### src/rtl/fpu_op_sequencer_if.sv
// Operand/result stream bundle between the fpu operation sequencer and its neighbours.
// The slave modport is the sequencer's view; master is the surrounding system.
`timescale 1ns/1ps
interface fpu_op_sequencer_if #(
    parameter int FIFO_DEPTH = 4
);
    localparam int CNT_W = $clog2(FIFO_DEPTH) + 1;

    logic             in_valid;
    logic             in_ready;
    logic [31:0]      in_a;
    logic [31:0]      in_b;
    logic [31:0]      op_A_out;
    logic [31:0]      op_B_out;
    logic [31:0]      fpu_data_in;
    logic [3:0]       fpu_status_in;
    logic             res_valid;
    logic             res_ready;
    logic [31:0]      res_data;
    logic [3:0]       res_status;
    logic [3:0]       sticky_status;
    logic             sticky_clear;
    logic             busy;
    logic [CNT_W-1:0] fifo_count;

    modport slave (
        input  in_valid, in_a, in_b, fpu_data_in, fpu_status_in, res_ready, sticky_clear,
        output in_ready, op_A_out, op_B_out, res_valid, res_data, res_status,
               sticky_status, busy, fifo_count
    );

    modport master (
        output in_valid, in_a, in_b, fpu_data_in, fpu_status_in, res_ready, sticky_clear,
        input  in_ready, op_A_out, op_B_out, res_valid, res_data, res_status,
               sticky_status, busy, fifo_count
    );
endinterface

### src/rtl/fpu_op_sequencer.sv
// Buffers operand pairs, holds each on the fpu for a settle window, then captures
// the fpu result/status and offers it on a valid/ready output with a sticky status OR.
`timescale 1ns/1ps
module fpu_op_sequencer #(
    parameter int SETTLE_CYCLES = 8,
    parameter int FIFO_DEPTH    = 4
) (
    input logic               clock100KHz,
    input logic               reset,
    fpu_op_sequencer_if.slave bus
);
    localparam int               PTR_W       = $clog2(FIFO_DEPTH);
    localparam int               CNT_W       = $clog2(FIFO_DEPTH) + 1;
    localparam logic [CNT_W-1:0] FULL        = CNT_W'(FIFO_DEPTH);
    localparam logic [7:0]       SETTLE_LOAD = 8'(SETTLE_CYCLES - 1);

    typedef enum logic [1:0] {IDLE, SETTLE, HOLD} state_t;

    logic [31:0]      mem_a_q [FIFO_DEPTH];
    logic [31:0]      mem_b_q [FIFO_DEPTH];
    logic [PTR_W-1:0] wr_ptr_q, wr_ptr_d;
    logic [PTR_W-1:0] rd_ptr_q, rd_ptr_d;
    logic [CNT_W-1:0] count_q, count_d;
    state_t           state_q, state_d;
    logic [7:0]       settle_q, settle_d;
    logic [31:0]      op_a_q, op_a_d;
    logic [31:0]      op_b_q, op_b_d;
    logic [31:0]      res_data_q, res_data_d;
    logic [3:0]       res_status_q, res_status_d;
    logic [3:0]       sticky_q, sticky_d;
    logic             res_valid_q, res_valid_d;
    logic             busy_q, busy_d;
    logic             push, pop, capture;

    // in_ready comes from the registered count only, so a same-cycle pop never opens a full FIFO
    assign push = bus.in_valid && (count_q != FULL);
    assign pop  = (state_q == IDLE) && (count_q != '0);

    always_comb begin
        wr_ptr_d = push ? wr_ptr_q + PTR_W'(1) : wr_ptr_q;
        rd_ptr_d = pop  ? rd_ptr_q + PTR_W'(1) : rd_ptr_q;
        count_d  = count_q + CNT_W'(push) - CNT_W'(pop);
    end

    always_comb begin
        state_d      = state_q;
        settle_d     = settle_q;
        op_a_d       = op_a_q;
        op_b_d       = op_b_q;
        res_data_d   = res_data_q;
        res_status_d = res_status_q;
        res_valid_d  = res_valid_q;
        capture      = 1'b0;
        unique case (state_q)
            IDLE: begin
                if (pop) begin
                    op_a_d   = mem_a_q[rd_ptr_q];
                    op_b_d   = mem_b_q[rd_ptr_q];
                    settle_d = SETTLE_LOAD;
                    state_d  = SETTLE;
                end
            end
            SETTLE: begin
                if (settle_q == 8'd0) begin
                    capture      = 1'b1;
                    res_data_d   = bus.fpu_data_in;
                    res_status_d = bus.fpu_status_in;
                    res_valid_d  = 1'b1;
                    state_d      = HOLD;
                end else begin
                    settle_d = settle_q - 8'd1;
                end
            end
            HOLD: begin
                if (bus.res_ready) begin
                    res_valid_d = 1'b0;
                    state_d     = IDLE;
                end
            end
            default: state_d = IDLE;
        endcase
        // a clear coincident with a capture keeps only the freshly captured flags
        sticky_d = (bus.sticky_clear ? 4'h0 : sticky_q) | (capture ? bus.fpu_status_in : 4'h0);
        busy_d   = (state_d != IDLE);
    end

    always_ff @(posedge clock100KHz) begin
        if (push) begin
            mem_a_q[wr_ptr_q] <= bus.in_a;
            mem_b_q[wr_ptr_q] <= bus.in_b;
        end
    end

    always_ff @(posedge clock100KHz or negedge reset) begin
        if (!reset) begin
            wr_ptr_q     <= '0;
            rd_ptr_q     <= '0;
            count_q      <= '0;
            state_q      <= IDLE;
            settle_q     <= 8'd0;
            op_a_q       <= 32'h0;
            op_b_q       <= 32'h0;
            res_data_q   <= 32'h0;
            res_status_q <= 4'h0;
            sticky_q     <= 4'h0;
            res_valid_q  <= 1'b0;
            busy_q       <= 1'b0;
        end else begin
            wr_ptr_q     <= wr_ptr_d;
            rd_ptr_q     <= rd_ptr_d;
            count_q      <= count_d;
            state_q      <= state_d;
            settle_q     <= settle_d;
            op_a_q       <= op_a_d;
            op_b_q       <= op_b_d;
            res_data_q   <= res_data_d;
            res_status_q <= res_status_d;
            sticky_q     <= sticky_d;
            res_valid_q  <= res_valid_d;
            busy_q       <= busy_d;
        end
    end

    assign bus.in_ready      = (count_q != FULL);
    assign bus.fifo_count    = count_q;
    assign bus.op_A_out      = op_a_q;
    assign bus.op_B_out      = op_b_q;
    assign bus.res_valid     = res_valid_q;
    assign bus.res_data      = res_data_q;
    assign bus.res_status    = res_status_q;
    assign bus.sticky_status = sticky_q;
    assign bus.busy          = busy_q;
endmodule

### src/flat_wrapper.sv
// flat-port wrapper written by rule: the top's interface ports become plain ports
module fpu_op_sequencer_flat 
#(
    parameter int SETTLE_CYCLES = 8,
    parameter int FIFO_DEPTH    = 4
)
  (clock100KHz, reset, bus_in_valid, bus_in_a, bus_in_b, bus_fpu_data_in, bus_fpu_status_in, bus_res_ready, bus_sticky_clear, bus_in_ready, bus_op_A_out, bus_op_B_out, bus_res_valid, bus_res_data, bus_res_status, bus_sticky_status, bus_busy, bus_fifo_count);
  fpu_op_sequencer_if #(.FIFO_DEPTH(FIFO_DEPTH)) bus_i ();
  input logic clock100KHz;
  input logic reset;
  input wire logic [$bits(bus_i.in_valid)-1:0] bus_in_valid;
  input wire logic [$bits(bus_i.in_a)-1:0] bus_in_a;
  input wire logic [$bits(bus_i.in_b)-1:0] bus_in_b;
  input wire logic [$bits(bus_i.fpu_data_in)-1:0] bus_fpu_data_in;
  input wire logic [$bits(bus_i.fpu_status_in)-1:0] bus_fpu_status_in;
  input wire logic [$bits(bus_i.res_ready)-1:0] bus_res_ready;
  input wire logic [$bits(bus_i.sticky_clear)-1:0] bus_sticky_clear;
  output wire logic [$bits(bus_i.in_ready)-1:0] bus_in_ready;
  output wire logic [$bits(bus_i.op_A_out)-1:0] bus_op_A_out;
  output wire logic [$bits(bus_i.op_B_out)-1:0] bus_op_B_out;
  output wire logic [$bits(bus_i.res_valid)-1:0] bus_res_valid;
  output wire logic [$bits(bus_i.res_data)-1:0] bus_res_data;
  output wire logic [$bits(bus_i.res_status)-1:0] bus_res_status;
  output wire logic [$bits(bus_i.sticky_status)-1:0] bus_sticky_status;
  output wire logic [$bits(bus_i.busy)-1:0] bus_busy;
  output wire logic [$bits(bus_i.fifo_count)-1:0] bus_fifo_count;
  assign bus_i.in_valid = bus_in_valid;
  assign bus_i.in_a = bus_in_a;
  assign bus_i.in_b = bus_in_b;
  assign bus_i.fpu_data_in = bus_fpu_data_in;
  assign bus_i.fpu_status_in = bus_fpu_status_in;
  assign bus_i.res_ready = bus_res_ready;
  assign bus_i.sticky_clear = bus_sticky_clear;
  assign bus_in_ready = bus_i.in_ready;
  assign bus_op_A_out = bus_i.op_A_out;
  assign bus_op_B_out = bus_i.op_B_out;
  assign bus_res_valid = bus_i.res_valid;
  assign bus_res_data = bus_i.res_data;
  assign bus_res_status = bus_i.res_status;
  assign bus_sticky_status = bus_i.sticky_status;
  assign bus_busy = bus_i.busy;
  assign bus_fifo_count = bus_i.fifo_count;
  fpu_op_sequencer #(.SETTLE_CYCLES(SETTLE_CYCLES), .FIFO_DEPTH(FIFO_DEPTH)) u_core (.clock100KHz(clock100KHz), .reset(reset), .bus(bus_i));
endmodule
### config.mk
export PLATFORM = sky130hd
export DESIGN_NAME = fpu_op_sequencer_flat
export DESIGN_NICKNAME = d
export VERILOG_FILES = /design/src/rtl/fpu_op_sequencer_if.sv /design/src/rtl/fpu_op_sequencer.sv /design/src/flat_wrapper.sv
export SDC_FILE = /design/constraint.sdc
export NUM_CORES = 1
export LEC_CHECK = 0
export CAP_MARGIN = 20
export CELL_PAD_IN_SITES_DETAIL_PLACEMENT = 1
export CELL_PAD_IN_SITES_GLOBAL_PLACEMENT = 2
export CORE_ASPECT_RATIO = 0.5
export CORE_MARGIN = 4
export CORE_UTILIZATION = 44
export CTS_BUF_LIST = sky130_fd_sc_hd__clkbuf_4
export DETAILED_ROUTE_END_ITERATION = 8
export GPL_TIMING_DRIVEN = 0
export HOLD_SLACK_MARGIN = 0.03
export PLACE_DENSITY_LB_ADDON = 0.1
export SLEW_MARGIN = 0
export SYNTH_ARGS = -nofsm -noshare
export SYNTH_HDL_FRONTEND = slang
export SYNTH_SLANG_ARGS = --single-unit
### constraint.sdc
create_clock -name clock100KHz -period 8.45 [get_ports clock100KHz]
set_input_delay 1.69 -clock clock100KHz [delete_from_list [all_inputs] [get_ports clock100KHz]]
set_output_delay 1.69 -clock clock100KHz [all_outputs]
set_load 0.01 [all_outputs]
==> results of run 1 <==
==> cells by family (layout without fill, tap and decap cells) <==
family	count (synthesis)	count (layout)
other cells	0	4
fa+ha+maj	9	9
simple gates	226	226
xor+xnor	8	8
compound gates	14	14
flops	379	379
mux	102	102
buf+inv	46	418
==> final timing paths <==
| check | end | slack, ns |
|---|---|---|
| worst max register to register | u_core.bus.fifo_count[2] | 4.91 |
| worst max-delay path | bus_in_ready | 4.79 |
| worst min-delay path | u_core.bus.op_B_out[3] | 0.47 |
| worst min register to register | u_core.bus.op_B_out[3] | 0.47 |
| max in group asynchronous | u_core.bus.op_B_out[4] | 6.71 |
| min in group asynchronous | u_core.bus.res_data[4] | 0.93 |
==> power by group through the flow <==
stage          registers [uW]  clock network, uW  logic [uW]
3_3_place_gp             2810                  0        2100
4_1_cts                  2770               1520        2200
2_1_floorplan            2890                  0        1070
3_5_place_dp             2810                  0        2190
6_report                 2760               1470        2140
5_1_grt                  2820               1630        2340
==> worst max-delay path, stage by stage (launching register included) <==
cell	delay, ns
dfrtp_1	0.44
nor2_1	0.06
nand2_1	0.16
clkdlybuf4s50_1	0.57
==> cell type report <==
type,count,share of cell area (%)
flip-flops and latches,379,59.5
inverters,10,0.207
clock buffers,129,5.35
repair buffers,220,12.7
clock inverters,23,0.767
multi-input cells,359,17.5
well taps,432,2.99
diodes,4,0.0553
plain buffers,36,0.961
==> flip-flops by register name, indices dropped and copies added (netlist names), 2 cells and up <==
register / flops
u_core.bus.fifo_count: 3
u_core.bus.op_A_out: 32
u_core.bus.op_B_out: 32
u_core.bus.res_data: 32
u_core.bus.res_status: 4
u_core.bus.sticky_status: 4
u_core.mem_a_q: 128
u_core.mem_b_q: 128
u_core.rd_ptr_q: 2
u_core.settle_q: 8
u_core.state_q: 2
u_core.wr_ptr_q: 2
==> per-stage QoR <==
step | cell area [um^2] | setup slack, ns | hold slack [ns] | utilization (%)
floorplan | 14100 | 4.78 | 0.467 | -
global placement | 16800 | -0.108 | 0.456 | 53.1
detailed placement | 17000 | 4.83 | 0.462 | 53.6
CTS | 18100 | 4.69 | 0.478 | 57.1
global route | 18100 | 4.59 | 0.502 | 57.2
finish | 18100 | 4.79 | 0.471 | 57.2
==> cells in the mapped netlist <==
cell       count  area, um^2
ha_1           8         100
or2_2          1        6.26
nor2_1         4        15.0
buf_6          4        45.0
o21a_1         1        7.51
mux4_2        64        1440
o211ai_1       2        15.0
nor2_8         1        20.0
fa_1           1        20.0
mux2i_1        1        10.0
or4_1          2        15.0
nor2b_1        1        6.26
and3_1         4        25.0
nand2_1      200         751
o31ai_1        1        7.51
mux2_2        19         214
or3b_2         3        26.3
nand3b_1       1        7.51
inv_1         10        37.5
a32o_1         4        40.0
edfxtp_1     256        7690
or3_1          2        12.5
mux2_4        18         270
xor2_1         3        26.3
clkbuf_1      23        86.3
o2111ai_1      1        8.76
buf_1          2        7.51
nor3_1         4        20.0
xnor2_1        5        43.8
buf_2          7        35.0
o21ai_0        1        5.00
a21oi_1        3        15.0
dfrtp_1      123        3080
and2_0         1        6.26
nand2_2        1        6.26
nor4b_1        1        8.76
a31oi_1        1        6.26
==> per-layer routing <==
layer	share of wire [%]	vias to the layer above	track usage, %	routed length (um)
met5	0	-	0	0
met4	2.1	0	5.86	689
met3	5.1	63	5.83	1660
met2	50	201	32.2	16400
met1	42	4029	24.0	13800
li1	-	3578	-	-
==> layout by cell type (no fill, tap or decap), types with 4 or more instances in the layout <==
master	n
a32o_1	4
and3_4	4
buf_16	5
buf_2	7
buf_6	6
clkbuf_1	23
clkbuf_4	129
clkdlybuf4s50_1	213
clkinv_1	20
dfrtp_1	123
diode_2	4
edfxtp_1	256
ha_1	8
inv_1	10
mux2_2	19
mux2_4	18
mux4_2	64
nand2_1	200
nor2_1	4
nor3_1	4
xnor2_1	5
==> impl_metrics.toml, run 1 <==
[run_status]
status = "finished clean"

[die]
die_w_um = 261
die_area_um2 = 35200
core_area_um2 = 31700
start_util_pct = 44.6
io_pins = 215
die_h_um = 135
std_cell_rows = 46

[synth]
synth_nets = 898
synth_mux_area_share_pct = 13.7
synth-xor-area-share_pct = 0.496
yosys_warnings = 0
synth.distinct_cells = 37
yosys.area_share.adder_pct = 0.850
synth_top_family_by_area = "multiplexers"
synth-seq-cells = 379
synth-compound-area-share_pct = 0.744
syn_inst = 784
netlist_area_um2 = 14100
ys_seq_area_share_pct = 76.2
synth-simple-area-share_pct = 6.55
syn-mean-instance-area_um2 = 18.0

[placement]
portBuffers = 214
hpwl_mm = 20.2
gp_congestion = 0.717
placedCellCount = 1435

[final_layout]
num-nets-final = 1206
nFillCells = 2986
regArea_um2 = 10800
fin_cells = 1592
drive_above_1_share_pct = 22.6
multi_input_area_um2 = 3180
synthToLayoutAreaGrowth_pct = 28.1

[clocking]
ctsHoldBuffers = 0
clkTransAtPathRegs_ns = 0.07
cts-resized-gates = 0
cts_buffer_depth = 3
cts-root-buf = "clkbuf_4"
cts_setup_buffers = 0
numClockSinks = 379
numCtsBuffers = 86
clk_latency_ns = 0.76
cts_tree = "built"
htree_levels = 3

[timing]
hold_violations = 0
finalSetupTns_ns = 0
clock_skew_ns = 0.0245
drv_slew = 0
layout_min_cycle_time_ns = 3.66
setup_viol = 0
tightest_slew_ns = 0.927
relSlewSlack_pct = 38.2
period_share_pct = 43.4
rsz0062_at_grt = "no"
max_freq_mhz = 273

[job]
drv_cap = 0

[setup_path]
regToRegStartpoint = "u_core.state_q[0]"
critPathKind = "flip-flop to primary output"
crit_path_max_fanout = 6
rr_worst_depth = 12
worstSetupEndpointType = "primary output"
arrival_ns = 1.97
crit_required_ns = 6.76
crit_path_start_kind = "flip-flop"
startpoint = "u_core.bus.fifo_count[1]"

[power_and_ir_drop]
power.density_nw_per_um2 = 352
p_leak_uw = 0.00695
p_switching_uw = 1970
clockPowerShare_pct = 23.1
seq_power_share_pct = 43.3
ir_drop_v = 0.000135
p_comb_share_pct = 33.6
p_int_uw = 4400
swShare_pct = 30.9
total_power_uw = 6370

[drt]
post_drt_wl_per_cell_um = 20.4
drc_errors = 0
vias_per_cell = 4.94
drt_iter0_drc = 446
ant_nets = 0
via_count = 7871
dr.pass1.iters = 5
drt_wl_total_mm = 32.5

[grt]
grt_pass1_vias = 8810
grt_pass1_wl_mm = 50.5
antenna_found_initial = 4
grt_max_degree = 64
gr-total-overflow = 0
grt.total_usage_pct = 19.0

[worst_hold_path]
holdPathStages = 2
min-delay-path-class = "flip-flop to flip-flop"
hp-start = "u_core.bus.op_B_out[3]"
Power figures use the tool's default switching activity.
==> run 2, diff against run 1 <==
--- a/config.mk
+++ b/config.mk
@@ -10,7 +10,7 @@
 export CELL_PAD_IN_SITES_GLOBAL_PLACEMENT = 2
 export CORE_ASPECT_RATIO = 0.5
 export CORE_MARGIN = 4
-export CORE_UTILIZATION = 44
+export CORE_UTILIZATION = 37
 export CTS_BUF_LIST = sky130_fd_sc_hd__clkbuf_4
 export DETAILED_ROUTE_END_ITERATION = 8
 export GPL_TIMING_DRIVEN = 0
==> constraint.sdc (replaced) <==
create_clock -name clock100KHz -period 3.32 [get_ports clock100KHz]
set_input_delay 0.664 -clock clock100KHz [delete_from_list [all_inputs] [get_ports clock100KHz]]
set_output_delay 0.664 -clock clock100KHz [all_outputs]
set_load 0.01 [all_outputs]
==> run 2 against run 1 <==
Non-clock buffer count unchanged. Sequential share of layout area decreased by 0.57 points. Clock-buffer cell count up 14. Combinational power grew to 2.5 times the previous value. Hold slack better by 0.0015 ns. First-iteration DRC count down 24%. Register-to-register slack got worse by 4.6 ns. Final area grew 0.96%. Clock skew increased by 0.039 ns. Power grew to 2.6 times the previous value. Final cell count is 4.2% higher. Sequential power increased to 2.5 times the previous value. Critical path type is now flip-flop to flip-flop. Critical endpoint is now u_core.bus.fifo_count[2].
==> impl_metrics.toml, run 2 (synthesis gave the netlist of run 1 again) <==
[timing]
layout_min_cycle_time_ns = 3.02
rsz0062_at_grt = "no"
max_freq_mhz = 331
hold_ws_ns = 0.473
period_share_pct = 90.9
relSlewSlack_pct = 40.1
setup_viol = 0
tightest_slew_ns = 0.899
fin_ws_ns = 0.302
clock_skew_ns = 0.0639
drv_slew = 0
hold_violations = 0

[drt]
vias_per_cell = 4.73
dr.pass1.iters = 4
drt_wl_total_mm = 32.4
drt_iter0_drc = 340
post_drt_wl_per_cell_um = 19.5
drc_errors = 0
via_count = 7843
ant_nets = 0

[run_status]
status = "finished clean"

[clocking]
cts_buffer_depth = 3
numCtsBuffers = 88
htree_levels = 3
cts-root-buf = "clkbuf_4"
cts_tree = "built"
numClockSinks = 379
clkTransAtPathRegs_ns = 0.07
clk_latency_ns = 0.76

[placement]
placed_cell_area_um2 = 17100
hpwl_mm = 19.9
pre_cts_slack_ns = -0.425
portBuffers = 214
gp_congestion = 0.695

[grt]
grt.total_usage_pct = 16.0
gr-total-overflow = 0
grt_pass1_vias = 8977
antenna_found_initial = 2
grt_max_degree = 71
grt_pass1_wl_mm = 51.3

[power_and_ir_drop]
p_leak_uw = 0.00701
power.density_nw_per_um2 = 896
total_power_uw = 16400
ir_drop_v = 0.000346

[setup_path]
arrival_ns = 3.65
critPathKind = "flip-flop to flip-flop"
rrSetupSlack_ns = 0.30
crit_path_start_kind = "flip-flop"
crit_required_ns = 3.95
crit_path_max_fanout = 10
worstSetupEndpointType = "flip-flop"

[final_layout]
num-nets-final = 1208
final_common_cell = "edfxtp_1"
layout_common_cells = "edfxtp_1, clkdlybuf4s50_1, nand2_1"
design_area_um2 = 18300
synthToLayoutAreaGrowth_pct = 29.3
top_regs = "u_core.mem_a_q (128), u_core.mem_b_q (128)"
drive_above_1_share_pct = 24.0
postLayoutCoreUtil_pct = 48.7

[die]
core_area_um2 = 37500
io_pins = 215
std_cell_rows = 50
die_w_um = 284
die_area_um2 = 41600
die_h_um = 146
start_util_pct = 37.7

[job]
drv_cap = 0

[worst_hold_path]
min-delay-path-class = "flip-flop to flip-flop"
-- run 2: cell count changes in the layout (fill, tap and decap cells not counted), sizes merged --
| cell | delta |
|---|---|
| dlygate4sd3 | +1 |
| clkbuf | +12 |
| clkinvlp | +1 |
| diode | -2 |
| buf | +1 |
| clkinv | -8 |
-- run 2: routing by layer --
metal / share of wire (%) / global-route usage (%) / routed length, um / vias up
li1: - / - / - / 3588
met1: 42 / 19.5 / 13500 / 3999
met2: 52 / 27.5 / 16700 / 197
met3: 5.0 / 4.79 / 1610 / 59
met4: 1.8 / 5.41 / 568 / 0
met5: 0 / 0 / 0 / -
-- run 2: area by class of cell --
class,count,area [um^2]
clock inverter,16,118
clock buffer,143,1070
sequential,379,10800
timing repair buffer,222,2310
buffer,34,166
fill,3646,19300
tap,494,618
inverter,10,41.3
multi-input combinational,359,3180
antenna,2,5.00
-- run 2: critical path, stage by stage, from the launching register on --
cell and delay [ns]:
dfrtp_1 0.46, nor3_1 0.10, or3_1 0.52, clkinvlp_4 0.19, clkbuf_1 0.40, ha_1 0.32
inv_1 0.06, ha_1 0.14, inv_1 0.05, fa_1 0.37, xnor2_1 0.20, xnor2_1 0.14
-- run 2: path summary, 6_finish.rpt --
check / startpoint / end / cells after the start
setup / recovery: u_core.bus.fifo_count[1] / u_core.bus.fifo_count[2] / 11
hold / removal: u_core.bus.op_B_out[21] / u_core.bus.op_B_out[21] / 2
setup reg to reg: u_core.bus.fifo_count[1] / u_core.bus.fifo_count[2] / 11
hold reg to reg: u_core.bus.op_B_out[21] / u_core.bus.op_B_out[21] / 2
max in group asynchronous: reset / u_core.settle_q[5] / 3
min in group asynchronous: reset / u_core.bus.op_A_out[26] / 2
-- run 2: metrics by stage --
| stage | TNS (ns) | cells |
|---|---|---|
| CTS | 0 | 1657 |
| detailed placement | -0.692 | 1497 |
| global route | 0 | 1659 |
| finish | 0 | 1659 |
| global placement | -842.97 | 1492 |
| floorplan | 0 | 784 |
-- run 2: what timing repair did --
| item | CTS | global route |
|---|---|---|
| endpoints found under the setup margin | 2 | 1 |
| buffers inserted | 1 | 0 |
| hold buffers | 1 | 0 |
| hold endpoints to repair | 53 | 0 |
| resized for setup | 1 | 0 |
-- run 2: power by group --
part | switching (uW) | total, uW | internal (uW)
logic | 2620 | 5430 | 2810
registers | 546 | 7020 | 6470
clock network | 1830 | 3930 | 2100
==> run 3, diff against run 2 <==
--- a/config.mk
+++ b/config.mk
@@ -16,6 +16,7 @@
 export GPL_TIMING_DRIVEN = 0
 export HOLD_SLACK_MARGIN = 0.03
 export PLACE_DENSITY_LB_ADDON = 0.1
+export SETUP_SLACK_MARGIN = 0.5
 export SLEW_MARGIN = 0
 export SYNTH_ARGS = -nofsm -noshare
 export SYNTH_HDL_FRONTEND = slang
==> run 3 against run 2 <==
Combinational power is 2% higher. Fmax increased by 12%. Highest routed layer unchanged. Clock-buffer cell count stayed put. Setup slack better by 0.32 ns. Global-route usage is essentially flat. Hold slack barely moved. Sequential power about the same. Register-to-register slack improved by 0.32 ns. Core utilization up 0.17 points. Critical endpoint unchanged. Die area unchanged. Power rose by 0.47%.
==> impl_metrics.toml, run 3 (synthesis gave the netlist of run 1 again) <==
[final_layout]
final_common_cell = "edfxtp_1"
top_regs = "u_core.mem_a_q (128), u_core.mem_b_q (128)"
postLayoutCoreUtil_pct = 48.9
synthToLayoutAreaGrowth_pct = 29.8
drive_above_1_share_pct = 24.7
num-nets-final = 1212
layout_common_cells = "edfxtp_1, clkdlybuf4s50_1, nand2_1"

[setup_path]
worstSetupEndpointType = "flip-flop"
rr_worst_depth = 12
crit_required_ns = 3.91
crit_path_max_fanout = 10
critPathKind = "flip-flop to flip-flop"
arrival_ns = 3.29
crit_path_start_kind = "flip-flop"

[drt]
dr.pass1.iters = 4
post_drt_wl_per_cell_um = 19.5
drt_iter0_drc = 345
drt_wl_total_mm = 32.4
via_count = 7849
drc_errors = 0
vias_per_cell = 4.72
ant_nets = 0

[grt]
grt_pass1_vias = 8996
grt_max_degree = 71
antenna_found_initial = 2
grt.total_usage_pct = 16.0
gr-total-overflow = 0
grt_pass1_wl_mm = 51.3

[run_status]
status = "finished clean"

[worst_hold_path]
holdPathStages = 2
min-delay-path-class = "flip-flop to flip-flop"

[timing]
max_freq_mhz = 371
tightest_slew_ns = 0.897
rsz0062_at_grt = "no"
clock_skew_ns = 0.0639
layout_min_cycle_time_ns = 2.70
setup_viol = 0
relSlewSlack_pct = 40.2
drv_slew = 0
period_share_pct = 81.3
hold_violations = 0

[power_and_ir_drop]
p_switching_uw = 5020
seq_power_share_pct = 42.6
swShare_pct = 30.5
total_power_uw = 16500
p_comb_share_pct = 33.5
power.density_nw_per_um2 = 897
p_int_uw = 11400
p_leak_uw = 0.00705
ir_drop_v = 0.000349
clockPowerShare_pct = 23.9

[die]
io_pins = 215
die_h_um = 146
start_util_pct = 37.7
std_cell_rows = 50
die_area_um2 = 41600
core_area_um2 = 37500
die_w_um = 284

[clocking]
clk_latency_ns = 0.76
numCtsBuffers = 88
cts_tree = "built"
numClockSinks = 379
cts-root-buf = "clkbuf_4"
cts_buffer_depth = 3
clkTransAtPathRegs_ns = 0.07
htree_levels = 3

[placement]
hpwl_mm = 19.9
gp_congestion = 0.695
portBuffers = 214

[job]
drv_cap = 0
==> run 3: cell count changes in the layout (fill, tap and decap cells not counted), sizes merged <==
| cell | previous run | this run |
|---|---|---|
| clkinvlp | 1 | 0 |
| inv | 11 | 12 |
| buf | 21 | 25 |
==> run 3: cell type report <==
type / count / area, um^2
repair buffers: 224 / 2330
plain buffers: 36 / 204
inverters: 10 / 37.5
diodes: 2 / 5.00
well taps: 494 / 618
clock buffers: 143 / 1070
flip-flops and latches: 379 / 10800
clock inverters: 16 / 118
multi-input cells: 359 / 3190
fillers: 3652 / 19200
==> run 3: critical path: stages (launching register included) <==
cell and delay, ns:
dfrtp_2 0.44, or3_1 0.38, buf_4 0.19, inv_2 0.08, buf_12 0.15, clkbuf_8 0.18, ha_1 0.23, inv_1 0.06
ha_1 0.14, inv_1 0.05, fa_1 0.41, xnor2_2 0.16, xnor2_1 0.12
==> run 3: path summary, 6_finish.rpt <==
| path | startpoint | endpoint | slack (ns) |
|---|---|---|---|
| min reg2reg | u_core.bus.op_B_out[21] | u_core.bus.op_B_out[21] | 0.47 |
| max in group asynchronous | reset | u_core.settle_q[5] | 2.02 |
| max | u_core.state_q[1] | u_core.bus.fifo_count[2] | 0.62 |
| min in group asynchronous | reset | u_core.wr_ptr_q[1] | 0.50 |
| min | u_core.bus.op_B_out[21] | u_core.bus.op_B_out[21] | 0.47 |
| max reg2reg | u_core.state_q[1] | u_core.bus.fifo_count[2] | 0.62 |
==> run 3: through the flow <==
step / area, um^2 / std cells / TNS (ns) / setup WS (ns) / hold slack [ns]
floorplan: 14100 / 784 / 0 / 0.539 / 0.368
global placement: 16900 / 1492 / -842.97 / -4.19 / 0.458
detailed placement: 17100 / 1497 / -0.692 / -0.425 / 0.464
CTS: 18300 / 1658 / 0 / 0.528 / 0.394
global route: 18300 / 1663 / 0 / 0.480 / 0.428
finish: 18300 / 1663 / 0 / 0.622 / 0.473
==> run 3: metal layers <==
layer	global-route usage [%]	vias to the layer above	share of wire, %
li1	-	3598	-
met1	19.4	4013	42
met2	27.5	179	52
met3	4.79	59	4.5
met4	5.41	0	1.9
met5	0	-	0
==> run 3: power by group through the flow <==
stage,Sequential [uW],Clock (uW),Combinational [uW]
4_1_cts,7050,4130,5610
6_report,7010,3930,5520
5_1_grt,7170,4390,6060
2_1_floorplan,7350,0,2720
3_5_place_dp,7150,0,5560
3_3_place_gp,7170,0,5360
==> run 3: timing repair <==
item                                    4_1_cts  5_1_grt
hold buffers                                  1        0
endpoints found under the setup margin        3        1
pin swaps                                     0        1
resized for setup                            10        6
hold endpoints to repair                     53        0
buffers inserted                              1        2
